--- src/rtl/floor_display_scan.sv ---
// Floor indicator driver: captures the elevator floor, tracks the travel
// direction, and scans the floor number onto multiplexed 7-segment digits.
// An out-of-range capture raises err and blinks "E" on every digit.
//
// Ports:
//   clk          single clock, rising edge
//   reset        asynchronous active-low reset
//   floor        binary floor number, sampled when floor_valid=1
//   floor_valid  capture strobe
//   seg          registered segment pattern {g,f,e,d,c,b,a}, active-high
//   digit_en     registered one-hot digit enable, bit 0 = least-significant digit
//   dir          registered direction: 00 idle, 01 up, 10 down
//   err          registered out-of-range flag
module floor_display_scan #(
  parameter int unsigned NUM_FLOORS = 10,
  parameter int unsigned FLOOR_W    = 4,
  parameter int unsigned DIGITS     = 2,
  parameter int unsigned SCAN_DIV   = 4,
  parameter int unsigned BLINK_DIV  = 8
) (
  input  logic              clk,
  input  logic              reset,
  input  logic [FLOOR_W-1:0] floor,
  input  logic              floor_valid,
  output logic [6:0]        seg,
  output logic [DIGITS-1:0] digit_en,
  output logic [1:0]        dir,
  output logic              err
);

  localparam int unsigned SCAN_W  = (SCAN_DIV > 1)  ? $clog2(SCAN_DIV)  : 1;
  localparam int unsigned IDX_W   = (DIGITS > 1)    ? $clog2(DIGITS)    : 1;
  localparam int unsigned BLINK_W = (BLINK_DIV > 1) ? $clog2(BLINK_DIV) : 1;
  localparam int unsigned BCD_W   = 4 * DIGITS;

  localparam logic [SCAN_W-1:0]  SCAN_LAST  = SCAN_W'(SCAN_DIV - 1);
  localparam logic [IDX_W-1:0]   IDX_LAST   = IDX_W'(DIGITS - 1);
  localparam logic [BLINK_W-1:0] BLINK_LAST = BLINK_W'(BLINK_DIV - 1);
  // One extra bit so NUM_FLOORS == 2**FLOOR_W still compares correctly.
  localparam logic [FLOOR_W:0]   FLOOR_LIM  = (FLOOR_W + 1)'(NUM_FLOORS);

  localparam logic [6:0] SEG_E     = 7'h79;
  localparam logic [6:0] SEG_BLANK = 7'h00;

  typedef enum logic [1:0] {
    DIR_IDLE = 2'b00,
    DIR_UP   = 2'b01,
    DIR_DOWN = 2'b10
  } dir_t;

  logic [FLOOR_W-1:0] shown;
  dir_t               dir_q;
  logic [SCAN_W-1:0]  scan_cnt;
  logic [IDX_W-1:0]   digit_idx;
  logic [BLINK_W-1:0] blink_cnt;
  logic               blink_on;

  logic               in_range;
  logic               scan_wrap;
  logic               frame_wrap;
  logic [BCD_W-1:0]   bcd;
  logic [3:0]         cur_digit;
  logic               cur_lit;
  logic [6:0]         seg_nxt;

  // 7-segment code for one BCD digit; anything else blanks.
  function automatic logic [6:0] seg_code(input logic [3:0] v);
    logic [6:0] s;
    case (v)
      4'd0:    s = 7'h3F;
      4'd1:    s = 7'h06;
      4'd2:    s = 7'h5B;
      4'd3:    s = 7'h4F;
      4'd4:    s = 7'h66;
      4'd5:    s = 7'h6D;
      4'd6:    s = 7'h7D;
      4'd7:    s = 7'h07;
      4'd8:    s = 7'h7F;
      4'd9:    s = 7'h6F;
      default: s = SEG_BLANK;
    endcase
    return s;
  endfunction

  assign in_range   = {1'b0, floor} < FLOOR_LIM;
  assign scan_wrap  = (scan_cnt == SCAN_LAST);
  assign frame_wrap = scan_wrap && (digit_idx == IDX_LAST);
  assign dir        = dir_q;

  // Binary to BCD by shift-and-add-3 (double dabble).
  always_comb begin
    bcd = '0;
    for (int i = int'(FLOOR_W) - 1; i >= 0; i--) begin
      for (int d = 0; d < int'(DIGITS); d++) begin
        if (bcd[d*4 +: 4] >= 4'd5) begin
          bcd[d*4 +: 4] = bcd[d*4 +: 4] + 4'd3;
        end
      end
      bcd = {bcd[BCD_W-2:0], shown[i]};
    end
  end

  // Pick the active digit; it is lit if it or any higher digit is nonzero,
  // and digit 0 is always lit so a shown 0 still displays.
  always_comb begin
    cur_digit = 4'd0;
    cur_lit   = 1'b0;
    for (int d = 0; d < int'(DIGITS); d++) begin
      if (IDX_W'(d) == digit_idx) begin
        cur_digit = bcd[d*4 +: 4];
        cur_lit   = (d == 0) || ((bcd >> (4 * d)) != '0);
      end
    end
  end

  // Next segment pattern: blinking E in error mode, else the active digit.
  always_comb begin
    seg_nxt = SEG_BLANK;
    if (err) begin
      seg_nxt = blink_on ? SEG_E : SEG_BLANK;
    end else if (cur_lit) begin
      seg_nxt = seg_code(cur_digit);
    end
  end

  // Floor capture, direction and out-of-range tracking.
  always_ff @(posedge clk or negedge reset) begin
    if (!reset) begin
      shown <= '0;
      dir_q <= DIR_IDLE;
      err   <= 1'b0;
    end else if (floor_valid) begin
      if (in_range) begin
        shown <= floor;
        err   <= 1'b0;
        if (floor > shown) begin
          dir_q <= DIR_UP;
        end else if (floor < shown) begin
          dir_q <= DIR_DOWN;
        end else begin
          dir_q <= DIR_IDLE;
        end
      end else begin
        err <= 1'b1;
      end
    end
  end

  // Digit scan timing and free-running blink phase.
  always_ff @(posedge clk or negedge reset) begin
    if (!reset) begin
      scan_cnt  <= '0;
      digit_idx <= '0;
      blink_cnt <= '0;
      blink_on  <= 1'b1;
    end else begin
      if (scan_wrap) begin
        scan_cnt  <= '0;
        digit_idx <= (digit_idx == IDX_LAST) ? '0 : digit_idx + IDX_W'(1);
      end else begin
        scan_cnt <= scan_cnt + SCAN_W'(1);
      end
      if (frame_wrap) begin
        if (blink_cnt == BLINK_LAST) begin
          blink_cnt <= '0;
          blink_on  <= ~blink_on;
        end else begin
          blink_cnt <= blink_cnt + BLINK_W'(1);
        end
      end
    end
  end

  // Display outputs, reflecting the digit index and state before this edge.
  always_ff @(posedge clk or negedge reset) begin
    if (!reset) begin
      seg      <= SEG_BLANK;
      digit_en <= '0;
    end else begin
      seg      <= seg_nxt;
      digit_en <= DIGITS'(1) << digit_idx;
    end
  end

endmodule

--- config.mk ---
export PLATFORM = sky130hd
export DESIGN_NAME = floor_display_scan
export DESIGN_NICKNAME = d
export VERILOG_FILES = /design/src/rtl/floor_display_scan.sv
export SDC_FILE = /design/constraint.sdc
export NUM_CORES = 1
export LEC_CHECK = 0
export ABC_AREA = 1
export CORE_AREA = 2 2 70 59
export CTS_BUF_LIST = sky130_fd_sc_hd__clkbuf_16
export DETAILED_ROUTE_END_ITERATION = 12
export DIE_AREA = 0 0 72 61
export GPL_ROUTABILITY_DRIVEN = 1
export GPL_TIMING_DRIVEN = 0
export HOLD_SLACK_MARGIN = 0.06
export REMOVE_ABC_BUFFERS = 1
export SLEW_MARGIN = 20
export SYNTH_ARGS = -nofsm -noshare
export SYNTH_HDL_FRONTEND = slang
export SYNTH_SLANG_ARGS = --single-unit
--- constraint.sdc ---
create_clock -name clk -period 3.4 [get_ports clk]
set_clock_uncertainty 0.15 [all_clocks]
set_input_delay 0.68 -clock clk [delete_from_list [all_inputs] [get_ports clk]]
set_output_delay 0.68 -clock clk [all_outputs]
set_load 0.005 [all_outputs]
==> flow_results.xml, run 1 <==
<?xml version="1.0" encoding="UTF-8"?>
<metrics>
  <group name="sta">
    <metric name="hold_ws" unit="ns">0.238</metric>
    <metric name="final.min_clock_period" unit="ns">2.10</metric>
    <metric name="finalHoldViolations" unit="">0</metric>
    <metric name="totalNegativeSetupSlack" unit="ns">0</metric>
    <metric name="setup_viol" unit="">0</metric>
    <metric name="timing_worst_slew_pin_value" unit="ns">0.572</metric>
    <metric name="worst_slew_slack_as_a_fraction_of_its_limit" unit="%">61.7</metric>
    <metric name="finalCritPeriodShare" unit="%">61.9</metric>
    <metric name="peak_clock_frequency_supported_by_timing" unit="GHz">0.476</metric>
    <metric name="timing_max_transition_violations_final" unit="">0</metric>
    <metric name="setup_repair_after_global_routing_missed_its_margin" unit="">false</metric>
  </group>
  <group name="yosys">
    <metric name="number_of_enable_flip_flop_cells_after_synthesis" unit="">0</metric>
    <metric name="mappedNetlistArea" unit="mm²">0.00125</metric>
    <metric name="synth.avg_cell_area" unit="µm²">8.89</metric>
    <metric name="post-synth-top-area-fraction" unit="%">43.9</metric>
    <metric name="ys_seq_area_share" unit="%">46.0</metric>
    <metric name="netlist.top_cell.by_area" unit="">dfrtp_1</metric>
    <metric name="synth_ff_type" unit="">dfrtp_1</metric>
    <metric name="ys.warnings.count" unit="">0</metric>
    <metric name="netlist_top_cells_area" unit="">dfrtp_1 (44%), ha_1 (14%), nand2_1 (10%)</metric>
    <metric name="async_reset_ff_share" unit="%">100</metric>
    <metric name="yosys_register_bits" unit="">23</metric>
    <metric name="post_synth_num_cell_types" unit="">21</metric>
    <metric name="gate_count_of_the_mapped_netlist" unit="">141</metric>
  </group>
  <group name="worst_setup_path">
    <metric name="rrSetupSlack" unit="ns">1.30</metric>
    <metric name="cell_with_the_largest_stage_delay_on_the_worst_path" unit="">dfrtp_1</metric>
    <metric name="crit_family" unit="">simple AND/OR/NAND/NOR gates</metric>
    <metric name="worst-r2r-cell-count" unit="">12</metric>
    <metric name="critPathArrivalTime" unit="ns">2.15</metric>
    <metric name="timing_worst_setup_path_type" unit="">reg -&gt; reg</metric>
    <metric name="crit_chain" unit="">inv_1 -&gt; ha_1 -&gt; nand2_2 -&gt; nand2_2 -&gt; nand2_1 -&gt; nand3_2 -&gt; inv_1 -&gt; ha_1 -&gt; nand3b_1 -&gt; nand3_1 -&gt; nand2_1 -&gt; nand2_1</metric>
    <metric name="critical_path.startpoint_type" unit="">register</metric>
    <metric name="critical_path.max_stage_delay" unit="ns">0.42</metric>
    <metric name="path_max_fanout" unit="">5</metric>
    <metric name="worst_path_most_repeated_cell" unit="">nand2_1</metric>
    <metric name="path_depth" unit="">12</metric>
    <metric name="cp-end-kind" unit="">register</metric>
    <metric name="worstPathBufferInverterCount" unit="">2</metric>
    <metric name="worstSetupStartpoint" unit="">shown[2]$_DFFE_PN0P_</metric>
    <metric name="timing.critical_path.required" unit="ns">3.44</metric>
    <metric name="worst_r2r_startpoint" unit="">shown[2]$_DFFE_PN0P_</metric>
  </group>
  <group name="floorplanning">
    <metric name="core-area" unit="mm²">0.00368</metric>
    <metric name="io_pins" unit="">19</metric>
    <metric name="initial_utilization" unit="%">34.1</metric>
    <metric name="dieWidth" unit="µm">72</metric>
    <metric name="die_area" unit="mm²">0.00439</metric>
    <metric name="die_h" unit="µm">61</metric>
    <metric name="number_of_placement_rows" unit="">20</metric>
  </group>
  <group name="clock_tree">
    <metric name="path_clk_slew" unit="ns">0.06</metric>
    <metric name="post_cts_resized" unit="">0</metric>
    <metric name="hold_buffer_count_at_cts" unit="">0</metric>
    <metric name="htreeDepth" unit="">1</metric>
    <metric name="cts_num_sinks" unit="">23</metric>
    <metric name="tritoncts" unit="">built</metric>
    <metric name="clock_tree.buffer_depth" unit="">2</metric>
    <metric name="clk-insertion-delay-late" unit="ns">0.25</metric>
    <metric name="numCtsBuffers" unit="">3</metric>
    <metric name="cts_setup_buffers" unit="">0</metric>
    <metric name="root_buffer" unit="">clkbuf_16</metric>
  </group>
  <group name="placed_design">
    <metric name="gp_routability_congestion" unit="">0.849</metric>
    <metric name="dp_hpwl" unit="mm">1.81</metric>
    <metric name="port_buffers" unit="">18</metric>
  </group>
  <group name="pwr">
    <metric name="switchingPower" unit="µW">230</metric>
    <metric name="p_leak" unit="nW">0.807</metric>
    <metric name="power_density" unit="mW/mm²">514</metric>
    <metric name="clock_power_share" unit="%">30.9</metric>
    <metric name="pwr-share-comb" unit="%">28.8</metric>
    <metric name="relative_contribution_of_sequential_cells_to_total_power" unit="%">40.3</metric>
    <metric name="power_report.internal_total" unit="µW">571</metric>
    <metric name="worst_vdd_rail_ir_drop" unit="V">0.000241</metric>
    <metric name="switching_share_of_power" unit="%">28.7</metric>
  </group>
  <group name="grt">
    <metric name="vias_in_the_first_global_route" unit="">952</metric>
    <metric name="grt_max_degree" unit="">24</metric>
    <metric name="grt.overflow.total" unit="">0</metric>
    <metric name="grt_usage" unit="%">11.8</metric>
    <metric name="grt_antenna_before_repair" unit="">0</metric>
    <metric name="grt_first_pass_wirelength" unit="mm">4.02</metric>
  </group>
  <group name="detailed_routing">
    <metric name="route.detailed.vias_per_inst" unit="">4.65</metric>
    <metric name="wire_per_inst" unit="µm">11.0</metric>
    <metric name="drt_pre_antenna_iters" unit="">4</metric>
    <metric name="via_count" unit="">957</metric>
    <metric name="drt_iter0_drc" unit="">40</metric>
    <metric name="route.detailed.drc" unit="">0</metric>
    <metric name="drt.antenna.violating_nets" unit="">0</metric>
    <metric name="finalWirelength" unit="mm">2.26</metric>
  </group>
  <group name="hold_path">
    <metric name="worst_hold_path_type" unit="">in -&gt; async</metric>
  </group>
  <group name="finish">
    <metric name="layout.cells.most_common" unit="">nand2_1</metric>
    <metric name="commonest_cells_after_routing_fill_and_taps_aside" unit="">nand2_1 (34), dfrtp_1 (22), clkdlybuf4s50_1 (17), inv_1 (15), ha_1 (14)</metric>
    <metric name="final_layout_size_suffix_gt1_share" unit="%">10.5</metric>
    <metric name="num-nets-final" unit="">184</metric>
    <metric name="area_delta_synth_final" unit="%">24.4</metric>
    <metric name="antenna_cells" unit="">0</metric>
  </group>
  <group name="run">
    <metric name="maxCapViolCount" unit="">0</metric>
  </group>
  <group name="outcome">
    <metric name="status" unit="">finished, final reports clean</metric>
  </group>
</metrics>
[routing by layer]
| layer | part of all wire, % | wire length, µm | global-route usage, % |
|---|---|---|---|
| met5 | 0 | 0 | 0 |
| met4 | 0 | 0 | 1.62 |
| met3 | 5.2 | 118 | 4.15 |
| met2 | 48 | 1090 | 21.6 |
| met1 | 46 | 1050 | 13.8 |
[cells in the mapped netlist (2+ instances only)]
cell	n
a21oi_1	4
dfrtp_1	22
ha_1	14
inv_1	14
inv_2	3
nand2_1	34
nand2_2	3
nand2_4	2
nand3_1	9
nand3b_1	2
nor2_1	13
o21a_1	3
o21ai_0	9
o21ai_1	2
[cell families (layout without fill, tap and decap cells)]
family,Yosys count,count (layout),synth area share [%]
compound gates,19,19,9.08
xor+xnor,1,1,0.699
fa+ha+maj,14,14,14.0
buf+inv,18,39,5.39
flops,23,23,46.0
simple gates,66,66,24.9
[state kept, by name, indices dropped and copies added, names as in the netlist]
signal / flops
blink_cnt: 3
blink_on: 1
digit_en: 2
digit_idx: 1
dir: 2
err: 1
scan_cnt: 2
seg: 7
shown: 4
[area by class of cell]
class,instances,area (µm²)
clock buffers,3,75.1
flip-flops and latches,23,577
fillers,347,2120
clock inverters,1,3.75
well taps,44,55.1
multi-input cells,100,609
inverters,17,63.8
repair buffers,18,175
[stage by stage]
stage               util [%]  worst slack [ns]  instances  instance area, µm²  total power [mW]
finish                  42.4              1.30        206                1560             0.801
global route            42.4              1.11        206                1560             0.854
CTS                     42.5              1.29        206                1560             0.812
detailed placement      40.4              1.02        202                1490             0.561
global placement        40.4              1.08        202                1490             0.554
floorplan                  -              1.52        140                1250             0.465
[path summary, 6_finish.rpt]
kind | end
worst min register to register | scan_cnt[0]$_DFF_PN0_
worst max register to register | seg[6]$_DFF_PN0_
worst max-delay path | seg[6]$_DFF_PN0_
worst min-delay path | seg[1]$_DFF_PN0_
min in group clk | scan_cnt[0]$_DFF_PN0_
max in group asynchronous | blink_on$_DFFE_PN1P_
[power by group through the flow]
stage | Clock [mW] | Sequential (mW) | Combinational, mW
finish | 0.247 | 0.323 | 0.231
global route | 0.266 | 0.327 | 0.261
CTS | 0.254 | 0.323 | 0.235
detailed placement | 0 | 0.327 | 0.233
global placement | 0 | 0.326 | 0.227
floorplan | 0 | 0.329 | 0.137
[worst register-to-register path: cells and delay by family (launching register included)]
kind          cells  cell delay [ns]
flops             1             0.42
fa+ha+maj         2             0.41
simple gates      8             0.81
buf+inv           2             0.26
(Power assumes the default switching activity.)
==> run 2, diff against run 1 <==
Clock period 3.4 ns to 1.8 ns, I/O delays scaled along.
==> flow_results.xml, run 2 (synthesized netlist as in run 1, its figures left out) <==
<?xml version="1.0" encoding="UTF-8"?>
<metrics>
  <group name="grt">
    <metric name="grt.overflow.total" unit="">0</metric>
    <metric name="grt_antenna_before_repair" unit="">0</metric>
    <metric name="grt_first_pass_wirelength" unit="mm">4.20</metric>
    <metric name="grt_max_degree" unit="">24</metric>
    <metric name="grt_usage" unit="%">12.4</metric>
    <metric name="vias_in_the_first_global_route" unit="">979</metric>
  </group>
  <group name="floorplanning">
    <metric name="die_area" unit="mm²">0.00439</metric>
    <metric name="core-area" unit="mm²">0.00368</metric>
    <metric name="dieWidth" unit="µm">72</metric>
    <metric name="initial_utilization" unit="%">34.1</metric>
    <metric name="die_h" unit="µm">61</metric>
    <metric name="io_pins" unit="">19</metric>
    <metric name="number_of_placement_rows" unit="">20</metric>
  </group>
  <group name="worst_setup_path">
    <metric name="rrSetupSlack" unit="ns">-0.02</metric>
    <metric name="timing_worst_setup_path_type" unit="">reg -&gt; reg</metric>
    <metric name="cp-end-kind" unit="">register</metric>
    <metric name="cell_with_the_largest_stage_delay_on_the_worst_path" unit="">dfrtp_1</metric>
    <metric name="path_depth" unit="">10</metric>
    <metric name="worst-r2r-cell-count" unit="">10</metric>
    <metric name="critPathArrivalTime" unit="ns">1.86</metric>
    <metric name="path_max_fanout" unit="">5</metric>
    <metric name="crit_family" unit="">simple AND/OR/NAND/NOR gates</metric>
    <metric name="crit_chain" unit="">buf_4 -&gt; inv_2 -&gt; nand3_2 -&gt; nand3_4 -&gt; inv_2 -&gt; ha_1 -&gt; nand3b_1 -&gt; nand3_1 -&gt; nand2_1 -&gt; nand2_1</metric>
    <metric name="worstPathBufferInverterCount" unit="">3</metric>
    <metric name="timing.critical_path.required" unit="ns">1.84</metric>
    <metric name="critical_path.startpoint_type" unit="">register</metric>
    <metric name="critical_path.max_stage_delay" unit="ns">0.42</metric>
  </group>
  <group name="sta">
    <metric name="setup_viol" unit="">2</metric>
    <metric name="setup_repair_after_global_routing_missed_its_margin" unit="">true</metric>
    <metric name="hold_ws" unit="ns">0.275</metric>
    <metric name="finalHoldViolations" unit="">0</metric>
    <metric name="worst_slew_slack_as_a_fraction_of_its_limit" unit="%">65.6</metric>
    <metric name="postLayoutSetupSlackWorst" unit="ns">-0.0197</metric>
    <metric name="timing_worst_slew_pin_value" unit="ns">0.516</metric>
    <metric name="timing_max_transition_violations_final" unit="">0</metric>
    <metric name="finalCritPeriodShare" unit="%">101</metric>
    <metric name="final.min_clock_period" unit="ns">1.82</metric>
    <metric name="peak_clock_frequency_supported_by_timing" unit="GHz">0.550</metric>
  </group>
  <group name="finish">
    <metric name="top_regs" unit="">seg: 7 flops, shown: 4 flops, blink_cnt: 3 flops</metric>
    <metric name="layout.cells.most_common" unit="">nand2_1</metric>
    <metric name="final_layout_size_suffix_gt1_share" unit="%">22.5</metric>
    <metric name="antenna_cells" unit="">0</metric>
    <metric name="most_flops_register" unit="">seg</metric>
    <metric name="layout.cell_area.non_filler" unit="mm²">0.00172</metric>
    <metric name="area_delta_synth_final" unit="%">37.1</metric>
    <metric name="fill_cells" unit="">333</metric>
    <metric name="commonest_cells_after_routing_fill_and_taps_aside" unit="">nand2_1 (32), dfrtp_1 (22), clkdlybuf4s50_1 (17), inv_1 (12), nor2_1 (12)</metric>
    <metric name="layoutNonFillerInstCount" unit="">217</metric>
    <metric name="largest_register_ff_count" unit="">7</metric>
    <metric name="num-nets-final" unit="">195</metric>
    <metric name="final_core_util" unit="%">46.7</metric>
  </group>
  <group name="clock_tree">
    <metric name="clk-insertion-delay-late" unit="ns">0.25</metric>
    <metric name="tritoncts" unit="">built</metric>
    <metric name="htreeDepth" unit="">1</metric>
    <metric name="numCtsBuffers" unit="">3</metric>
    <metric name="path_clk_slew" unit="ns">0.06</metric>
    <metric name="clock_tree.buffer_depth" unit="">2</metric>
    <metric name="cts_num_sinks" unit="">23</metric>
    <metric name="root_buffer" unit="">clkbuf_16</metric>
  </group>
  <group name="outcome">
    <metric name="status" unit="">complete, but fails checks</metric>
    <metric name="violations_in_the_final_reports" unit="">negative setup slack</metric>
  </group>
  <group name="placed_design">
    <metric name="place.detailed.instances" unit="">202</metric>
    <metric name="total_placed_instance_area" unit="mm²">0.00149</metric>
    <metric name="gp_routability_congestion" unit="">0.849</metric>
    <metric name="port_buffers" unit="">18</metric>
    <metric name="dp_hpwl" unit="mm">1.81</metric>
  </group>
  <group name="detailed_routing">
    <metric name="drt_iter0_drc" unit="">29</metric>
    <metric name="finalWirelength" unit="mm">2.64</metric>
    <metric name="route.detailed.vias_per_inst" unit="">4.66</metric>
    <metric name="via_count" unit="">1012</metric>
    <metric name="drt.antenna.violating_nets" unit="">0</metric>
    <metric name="drt_pre_antenna_iters" unit="">4</metric>
    <metric name="route.detailed.drc" unit="">0</metric>
    <metric name="wire_per_inst" unit="µm">12.1</metric>
  </group>
  <group name="pwr">
    <metric name="power_density" unit="mW/mm²">949</metric>
    <metric name="p_leak" unit="nW">0.872</metric>
    <metric name="total_power" unit="mW">1.63</metric>
    <metric name="worst_vdd_rail_ir_drop" unit="V">0.000453</metric>
  </group>
  <group name="hold_path">
    <metric name="worst_hold_path_type" unit="">reg -&gt; reg</metric>
    <metric name="timing.hold.worst_path_depth" unit="">1</metric>
  </group>
  <group name="run">
    <metric name="maxCapViolCount" unit="">0</metric>
  </group>
</metrics>
## run 2: changes by cell type in the layout (fill, tap and decap cells not counted), moves of 2 or more
cell     before  now
ha_1         14   10
inv_2         3    6
nand2_4       2    4
inv_1        15   12
nand2_1      34   32
nand3_1       9    7
buf_4         0   10
ha_4          0    3
## run 2: timing repair
action | 4_1_cts | 5_1_grt
pin swaps | 1 | 4
hold buffers | 0 | 1
setup endpoints to repair | 7 | 9
buffers inserted | 6 | 4
hold endpoints to repair | 0 | 22
resized for setup | 9 | 7
## run 2: routing by layer
metal	vias up	routed length (µm)	track usage, %
met3	6	131	4.15
met5	-	0	0
li1	517	-	-
met2	27	1320	23.3
met4	0	55	2.43
met1	462	1130	14.0
## run 2: layout make-up
type,count,area (µm²),share of cell area [%]
multi-input combinational,100,684,39.8
clock inverter,1,3.75,0.218
tap,44,55.1,3.20
timing repair buffer,29,260,15.1
sequential,23,577,33.6
clock buffer,3,75.1,4.37
inverter,17,63.8,3.71
## run 2: worst paths after layout
path / from / end
worst max-delay path: shown[1]$_DFFE_PN0P_ / seg[5]$_DFF_PN0_
worst min-delay path: scan_cnt[0]$_DFF_PN0_ / scan_cnt[0]$_DFF_PN0_
worst max register to register: shown[1]$_DFFE_PN0P_ / seg[5]$_DFF_PN0_
worst min register to register: scan_cnt[0]$_DFF_PN0_ / scan_cnt[0]$_DFF_PN0_
max in group asynchronous: reset / blink_on$_DFFE_PN1P_
min in group asynchronous: reset / seg[1]$_DFF_PN0_
## run 2: through the flow
step | TNS, ns | setup WS (ns)
floorplan | -0.250 | -0.0765
detailed placement | -2.84 | -0.293
finish | -0.0371 | -0.0197
global route | -0.615 | -0.130
CTS | 0 | 0.00619
global placement | -2.03 | -0.220
## run 2: report_power, final
group / internal, mW / leakage, nW / switching, mW
logic: 0.276 / 0.554 / 0.278
registers: 0.578 / 0.276 / 0.0321
clock network: 0.296 / 0.0423 / 0.171
total: 1.15 / 0.872 / 0.481
